===== src/rtl/mag_window_detector_pkg.sv =====
// Shared types and width/constant helpers for the windowed magnitude detector.
// Width helpers are functions so that each instance derives them from its own parameters.
package mag_window_detector_pkg;

    typedef enum logic [1:0] {
        ACC   = 2'd0,
        FULL  = 2'd1,
        STALL = 2'd2
    } state_t;

    function automatic int sum_width(input int data_width, input int win_log2);
        return data_width - 1 + win_log2;
    endfunction

    // Largest representable magnitude; the most negative input is clamped to this.
    function automatic int sat_mag(input int data_width);
        return (1 << (data_width - 1)) - 1;
    endfunction

endpackage


===== src/rtl/mag_window_detector_abs.sv =====
// Raw two's-complement magnitude, truncated to DATA_WIDTH-1 bits.
// The most negative input wraps to zero here; the parent clamps that case.
module mag_window_detector_abs #(
    parameter int DATA_WIDTH = 14
) (
    input  logic [DATA_WIDTH-1:0] data,
    output logic [DATA_WIDTH-2:0] mag
);

    // Low bits of a negation depend only on the low bits of the operand.
    assign mag = data[DATA_WIDTH-1] ? ((~data[DATA_WIDTH-2:0]) + (DATA_WIDTH-1)'(1))
                                    : data[DATA_WIDTH-2:0];

endmodule


===== src/rtl/mag_window_detector.sv =====
// Windowed magnitude detector: per window of 2^WIN_LOG2 accepted samples it reports
// peak, sum and mean magnitude on a valid/ready port that holds until accepted.
module mag_window_detector
    import mag_window_detector_pkg::*;
#(
    parameter int DATA_WIDTH = 14,
    parameter int WIN_LOG2   = 4,
    localparam int SUM_WIDTH = sum_width(DATA_WIDTH, WIN_LOG2)
) (
    input  logic                  clk_i,
    input  logic                  rst_i,
    input  logic                  clear_i,
    input  logic [DATA_WIDTH-1:0] data_i,
    input  logic                  valid_i,
    output logic                  ready_o,
    output logic [DATA_WIDTH-2:0] peak_o,
    output logic [SUM_WIDTH-1:0]  sum_o,
    output logic [DATA_WIDTH-2:0] mean_o,
    output logic                  valid_o,
    input  logic                  ready_i
);

    localparam int MAG_WIDTH = DATA_WIDTH - 1;
    localparam logic [MAG_WIDTH-1:0]  SAT_MAG  = MAG_WIDTH'(sat_mag(DATA_WIDTH));
    localparam logic [DATA_WIDTH-1:0] MOST_NEG = {1'b1, {(DATA_WIDTH-1){1'b0}}};
    localparam logic [WIN_LOG2-1:0]   LAST_CNT = '1;

    state_t                state;
    state_t                state_next;
    logic [MAG_WIDTH-1:0]  raw_mag;
    logic [MAG_WIDTH-1:0]  mag;
    logic [WIN_LOG2-1:0]   cnt;
    logic [SUM_WIDTH-1:0]  acc_sum;
    logic [SUM_WIDTH-1:0]  sum_next;
    logic [MAG_WIDTH-1:0]  acc_peak;
    logic [MAG_WIDTH-1:0]  peak_next;
    logic                  accept;
    logic                  last;
    logic                  load_out;
    logic                  load_stalled;

    mag_window_detector_abs #(
        .DATA_WIDTH(DATA_WIDTH)
    ) u_abs (
        .data(data_i),
        .mag (raw_mag)
    );

    assign mag = (data_i == MOST_NEG) ? SAT_MAG : raw_mag;

    assign ready_o = (state != STALL);
    assign valid_o = (state != ACC);
    assign accept  = valid_i && ready_o && !clear_i;
    assign last    = accept && (cnt == LAST_CNT);

    // The first sample of a window reloads rather than accumulates.
    assign sum_next  = (cnt == '0) ? SUM_WIDTH'(mag) : acc_sum + SUM_WIDTH'(mag);
    assign peak_next = ((cnt == '0) || (mag > acc_peak)) ? mag : acc_peak;

    always_ff @(posedge clk_i or posedge rst_i) begin
        if (rst_i) begin
            state <= ACC;
        end else begin
            state <= state_next;
        end
    end

    // STALL parks a finished window in the accumulators until the output port frees up.
    always_comb begin
        state_next   = state;
        load_out     = 1'b0;
        load_stalled = 1'b0;
        unique case (state)
            ACC: begin
                if (last) begin
                    state_next = FULL;
                    load_out   = 1'b1;
                end
            end
            FULL: begin
                if (ready_i) begin
                    if (last) begin
                        load_out = 1'b1;
                    end else begin
                        state_next = ACC;
                    end
                end else if (last) begin
                    state_next = STALL;
                end
            end
            STALL: begin
                if (clear_i) begin
                    state_next = ready_i ? ACC : FULL;
                end else if (ready_i) begin
                    state_next   = FULL;
                    load_stalled = 1'b1;
                end
            end
            default: state_next = ACC;
        endcase
    end

    always_ff @(posedge clk_i or posedge rst_i) begin
        if (rst_i) begin
            cnt      <= '0;
            acc_sum  <= '0;
            acc_peak <= '0;
        end else if (clear_i) begin
            cnt      <= '0;
            acc_sum  <= '0;
            acc_peak <= '0;
        end else if (accept) begin
            cnt      <= cnt + WIN_LOG2'(1);
            acc_sum  <= sum_next;
            acc_peak <= peak_next;
        end
    end

    always_ff @(posedge clk_i or posedge rst_i) begin
        if (rst_i) begin
            peak_o <= '0;
            sum_o  <= '0;
        end else if (load_out) begin
            peak_o <= peak_next;
            sum_o  <= sum_next;
        end else if (load_stalled) begin
            peak_o <= acc_peak;
            sum_o  <= acc_sum;
        end
    end

    assign mean_o = sum_o[SUM_WIDTH-1:WIN_LOG2];

endmodule


===== config.mk =====
export PLATFORM = sky130hd
export DESIGN_NAME = mag_window_detector
export DESIGN_NICKNAME = d
export VERILOG_FILES = /design/src/rtl/mag_window_detector_pkg.sv /design/src/rtl/mag_window_detector_abs.sv /design/src/rtl/mag_window_detector.sv
export SDC_FILE = /design/constraint.sdc
export NUM_CORES = 1
export LEC_CHECK = 0
export ABC_AREA = 1
export CORE_MARGIN = 3
export CORE_UTILIZATION = 55
export DETAILED_ROUTE_END_ITERATION = 8
export HOLD_SLACK_MARGIN = 0.12
export PLACE_DENSITY_LB_ADDON = 0.3
export SLEW_MARGIN = 20
export SYNTH_ARGS = -nofsm -noshare
export SYNTH_HDL_FRONTEND = slang
export SYNTH_SLANG_ARGS = --single-unit
export TNS_END_PERCENT = 20

===== constraint.sdc =====
create_clock -name clk_i -period 4.8 [get_ports clk_i]
set_clock_uncertainty 0.2 [all_clocks]
set_input_delay 0.96 -clock clk_i [delete_from_list [all_inputs] [get_ports clk_i]]
set_output_delay 0.96 -clock clk_i [all_outputs]
set_load 0.1 [all_outputs]

==> Word-level counts from Yosys, hierarchy flattened <==
Index checks and enable logic that the tools add are counted.
{ "word_totals": {"input_bits": 19, "out_inout_bits": 45, "ff_bits": 66} }
{ "classes": {"n_reduce_logical": 11, "addsub": 3, "magnitude_cmp": 1, "n_mux": 28, "n_eq_ne": 9, "bitwise_logic": 1} }
{ "ops": {"columns": ["cell", "n"], "rows": [
  ["13-bit 2-to-1 mux", 7],
  ["17-bit 2-to-1 mux", 5],
  ["17-bit by 13-bit adder with 17-bit output", 1],
  ["14-bit == test (second input constant)", 1],
  ["13-bit by 1-bit adder with 13-bit output (second input constant)", 1],
  ["13-bit > comparator", 1],
  ["13-bit NOT", 1],
  ["2-bit 2-to-1 mux", 6],
  ["3-bit != test (second input constant)", 3],
  ["4-bit 2-to-1 mux", 2],
  ["1-bit 2-to-1 mux", 6],
  ["2-bit one-hot mux with 3 select lines", 1],
  ["2-bit nonzero test", 3],
  ["4-bit by 1-bit adder with 4-bit output (second input constant)", 1],
  ["4-bit == test (second input constant)", 1],
  ["4-bit logical NOT", 1],
  ["2-bit != test (second input constant)", 2],
  ["4-bit AND reduction", 1],
  ["1-bit logical AND", 3],
  ["2-bit by 1-bit == test with 1-bit output (second input constant)", 1],
  ["2-bit == test (second input constant)", 1],
  ["2-bit logical NOT", 1],
  ["1-bit one-hot mux with 2 select lines", 1],
  ["1-bit logical NOT", 1],
  ["1-bit logical OR", 1]
]} }

==> Longest topological paths before layout <==
{ "depth": {"depth_word": 9, "depth_mapped": 21, "depth_no_buf": 20} }

==> Modules after synthesis <==
Synthesis repeated with hierarchy kept, for this count alone.
{ "unflattened": {"cells_unflattened": 827, "hier_area_um2": 5188.7} }
{ "by_module_without_submodules": {"columns": ["module", "area_per_inst_um2", "instances", "cells_per_inst"], "rows": [
  ["mag_window_detector", 4842.1, 1, 754],
  ["mag_window_detector_abs", 346.6, 1, 73]
]} }

==> Worst setup path after synthesis <==
No wires, ideal clock.
{ "synth_path": {"path_type": "input port to flip-flop", "from": "input data_i[0]", "to": "register acc_peak[5]", "arrival_ps": 3103, "required_time_ps": 4482, "path_slack_ps": 1379, "path_stages": 19, "path_cell_list": "inv_1 ha_1 nand2_1 nor2_1 nand2_1 buf_2 nand3_1 ha_1 nand2_1 inv_1 nand3_1 inv_1 a21oi_1 nand2_1 nand2_1 buf_1 nand3_1 nand3_1 nand2_1"} }
{ "synth_via": {"elab_chain_len": 9, "word_cells_on_any_way": 10, "cone_classes": "1 x add/sub; 1 x order compare; 1 x eq/ne; 5 x mux; 1 x bitwise; 1 x reduce/logical"} }
{ "synth_lines": {"columns": ["item", "line_no", "source"], "rows": [
  ["from (decl)", "mag_window_detector.sv:13", "input logic [DATA_WIDTH-1:0] data_i,"],
  ["13-bit NOT", "mag_window_detector_abs.sv:11", "assign mag = data[DATA_WIDTH-1] ? ((~data[DATA_WIDTH-2:0]) + (DATA_WIDTH-1)'(1))"],
  ["13-bit by 1-bit adder with 13-bit output", "mag_window_detector_abs.sv:11", null],
  ["13-bit 2-to-1 mux", "mag_window_detector_abs.sv:11", null],
  ["13-bit 2-to-1 mux *", "mag_window_detector.sv:49", "assign mag = (data_i == MOST_NEG) ? SAT_MAG : raw_mag;"],
  ["13-bit > comparator", "mag_window_detector.sv:58", "assign peak_next = ((cnt == '0) || (mag > acc_peak)) ? mag : acc_peak;"],
  ["1-bit logical OR", "mag_window_detector.sv:58", null],
  ["13-bit 2-to-1 mux *", "mag_window_detector.sv:58", null],
  ["13-bit 2-to-1 mux *", "mag_window_detector.sv:112", "end else if (accept) begin"],
  ["13-bit 2-to-1 mux *", "mag_window_detector.sv:108", "end else if (clear_i) begin"],
  ["to (signal assigned)", "mag_window_detector.sv:115", "acc_peak <= peak_next;"],
  ["to (decl)", "mag_window_detector.sv:35", "logic [MAG_WIDTH-1:0] acc_peak;"]
]} }
Every way passes the cells marked *; elsewhere a longest branch is shown, timed or not. The select of a mux whose other input is x is not followed.
A chain may end at the register's enable or synchronous reset.

==> Worst setup path after layout <==
{ "layout_path": {"from": "input data_i[0]", "to": "register acc_sum[16]"} }
{ "layout_via": {"elab_chain_len": 8, "word_cells_on_any_way": 9, "cone_classes": "2 x add/sub; 1 x eq/ne; 5 x mux; 1 x bitwise"} }
{ "layout_lines": {"columns": ["item", "line_no", "source"], "rows": [
  ["13-bit NOT", "mag_window_detector_abs.sv:11", null],
  ["13-bit by 1-bit adder with 13-bit output", "mag_window_detector_abs.sv:11", null],
  ["13-bit 2-to-1 mux", "mag_window_detector_abs.sv:11", null],
  ["13-bit 2-to-1 mux *", "mag_window_detector.sv:49", null],
  ["17-bit by 13-bit adder with 17-bit output *", "mag_window_detector.sv:57", "assign sum_next = (cnt == '0) ? SUM_WIDTH'(mag) : acc_sum + SUM_WIDTH'(mag);"],
  ["17-bit 2-to-1 mux *", "mag_window_detector.sv:57", null],
  ["17-bit 2-to-1 mux *", "mag_window_detector.sv:112", null],
  ["17-bit 2-to-1 mux *", "mag_window_detector.sv:108", null],
  ["to (signal assigned)", "mag_window_detector.sv:114", "acc_sum <= sum_next;"],
  ["to (decl)", "mag_window_detector.sv:33", "logic [SUM_WIDTH-1:0] acc_sum;"]
]} }
Marked as above.

==> flow_summary.toml <==
[run_status]
status = "finished, final reports clean"

[grt]
antenna_found_initial = 0
grt_util_all_layers_pct = 28.6
grt_pass1_wl_mm = 23.6
grt_max_degree = 37
grt_pass1_vias = 5013
grt-ovfl-total = 0

[hold_path]
hold_path.class = "flip-flop to flip-flop"

[clock_tree]
cts_max_level = 3
path_clk_slew_ns = 0.08
cts_hold_buffers = 0
root_buffer = "clkbuf_8"
clockBufferDepth = 2
insertion_delay_ns = 0.35
cts_buffers = 9
cts_tree = "built"
cts_resized = 0
post_cts.repair.setup_buffers = 0
cts.sinks = 66

[logic_synthesis]
synth_edf_count = 0
synth_flop_cell = "dfrtp_1"
syn_area_um2 = 5080
synth_cell_types = 32
ys_seq_elements = 66
yosys_warnings = 0
seq_area_frac_synth_pct = 32.5
synth_nets = 836
avgSynthCellArea_um2 = 6.46
synthCells = 787
ys_async_sr_fraction_pct = 100
synth_most_common_cell = "nand2_1"
synthTopCellsByCount = "293 x nand2_1, 114 x inv_1, 98 x nand3_1"
synth_area_leaders = "dfrtp_1 33%, nand2_1 22%, nand3_1 9.7%, inv_1 8.4%, ha_1 7.1%"
yosysTopAreaCellShare_pct = 32.5
synth_top_area_cell = "dfrtp_1"

[final_layout]
syn_to_final_growth_pct = 16.1
layout-drive-gt1-share_pct = 4.51
antenna_cells = 0
fin_nets = 886
instances_no_fill = 950

[placed_design]
preCtsSetupSlack_ns = 0.385
dp.cells = 934
place.gp.congestion = 0.915
io_buffers = 63
dpl.hpwl_mm = 10.6

[drt]
ant_nets = 0
vias = 5222
wl_per_cell_um = 14.9
drt-total-wl_mm = 14.2
drcViolationCount = 0
dr.pass1.iters = 5
vias_per_cell = 5.50
drt_iter0_drc = 482

[flow_run]
drv_cap = 0

[sta]
drv_slew = 0
setup_ws_ns = 0.704
finalCriticalPeriod_ns = 4.10
final.setup.tns_ns = 0
fmax_ghz = 0.244
setup_viol = 0
relSlewSlack_pct = 28.2
rsz0062_at_grt = "no"
hold_viol_final = 0
hold_ws_ns = 0.287
tightest_slew_ns = 1.07
final.period_utilization_pct = 85.3

[floorplanning]
fp-row-count = 34
die_x_um = 102
fp.dieH_um = 102
initial_core_util_pct = 57.4
io_pins = 64
fp.coreArea_um2 = 8850
die_area_um2 = 10400

[worst_setup_path]
worstPathArrival_ns = 4.16
cp_max_fo = 12
critPathCaptureType = "flip-flop"
path_class = "input pin to flip-flop"
cp.required_ns = 4.87
worstSetupStartpointType = "input pin"

[pwr]
p_per_area_nw_per_um2 = 469
p_leak_uw = 0.00319
peakVddDrop_uv = 298
logic make-up (layout without fill, tap and decap cells):
family / after synthesis / in the layout / share of synthesized area (%)
adders and majority gates: 30 / 30 / 7.54
xor gates and xnor gates: 8 / 8 / 1.38
buffers and inverters: 157 / 212 / 13.1
and+or+nand+nor: 456 / 456 / 38.4
AOI/OAI and AO/OA: 70 / 70 / 7.04
DFF: 66 / 66 / 32.5
sequential cells by signal, indices dropped and copies added, names as in the netlist:
signal / cells
state: 2
peak_o: 13
acc_sum: 17
acc_peak: 13
cnt: 4
sum_o: 17
worst paths after layout:
check,startpoint,to,slack [ns],cells after the start
min reg2reg,sum_o[1]$_DFFE_PP0P_,sum_o[1]$_DFFE_PP0P_,0.29,2
min,sum_o[1]$_DFFE_PP0P_,sum_o[1]$_DFFE_PP0P_,0.29,2
max reg2reg,state[0]$_DFFE_PP0P_,sum_o[5]$_DFFE_PP0P_,2.04,11
max in group asynchronous,rst_i,acc_sum[6]$_DFFE_PP0P_,2.61,3
min in group asynchronous,rst_i,acc_peak[3]$_DFFE_PP0P_,0.87,2
max,data_i[0],acc_sum[16]$_DFFE_PP0P_,0.70,20
routing by layer:
layer	wire, µm	vias up	GRT usage (%)	share of wire, %
li1	-	2565	-	-
met1	6190	2402	38.1	44
met2	6620	225	47.0	47
met3	1000	30	4.10	7.1
met4	364	0	11.5	2.6
met5	0	-	0	0
cell usage in the layout (no fill, tap or decap), types with 3 or more instances in the layout:
cell             instances
o21ai_0                 32
inv_2                    4
dfrtp_1                 66
o21ai_1                 19
buf_4                    8
clkbuf_8                11
nand3_1                 98
ha_1                    29
clkinv_1                 8
nand2_1                293
clkdlybuf4s50_1         63
xor2_1                   6
inv_1                  113
nor3_1                   3
nor2_1                  37
or2_2                    3
a21oi_1                 15
nand4_1                 12
where the power goes:
group	total, µW	switching [µW]	leakage, µW	internal, µW
clock network	460	242	0.0000919	218
registers	739	79.1	0.000883	660
logic	1570	1180	0.00221	390
total	2770	1500	0.00319	1270
through the flow:
step	power (µW)	instance area, µm²	utilization [%]
floorplan	1960	5080	-
global placement	2270	5710	64.5
detailed placement	2300	5710	64.5
CTS	2770	5900	66.6
global route	2940	5900	66.6
finish	2770	5900	66.6
worst max-delay path, cell delays in order:
cell and delay (ns):
clkdlybuf4s50_1 0.50, inv_1 0.08, ha_1 0.23, nand2_1 0.09
nor2_1 0.07, nand2_1 0.28, inv_1 0.07, nor2_1 0.24
inv_1 0.08, ha_1 0.23, fa_1 0.43, nand3_1 0.11
nand3_1 0.15, nand2_1 0.11, nand2_1 0.07, nand3_1 0.09
nand2_1 0.06, nand2_1 0.07, nand3_1 0.07, o21ai_0 0.16
final cells by class:
type / instances / area [µm²]
clock inverters: 5 / 37.5
inverters: 125 / 469
fillers: 809 / 2950
flip-flops and latches: 66 / 1650
repair buffers: 71 / 691
multi-input cells: 564 / 2760
clock buffers: 11 / 151
well taps: 108 / 135
No activity file was read; power rests on OpenSTA's default activity.
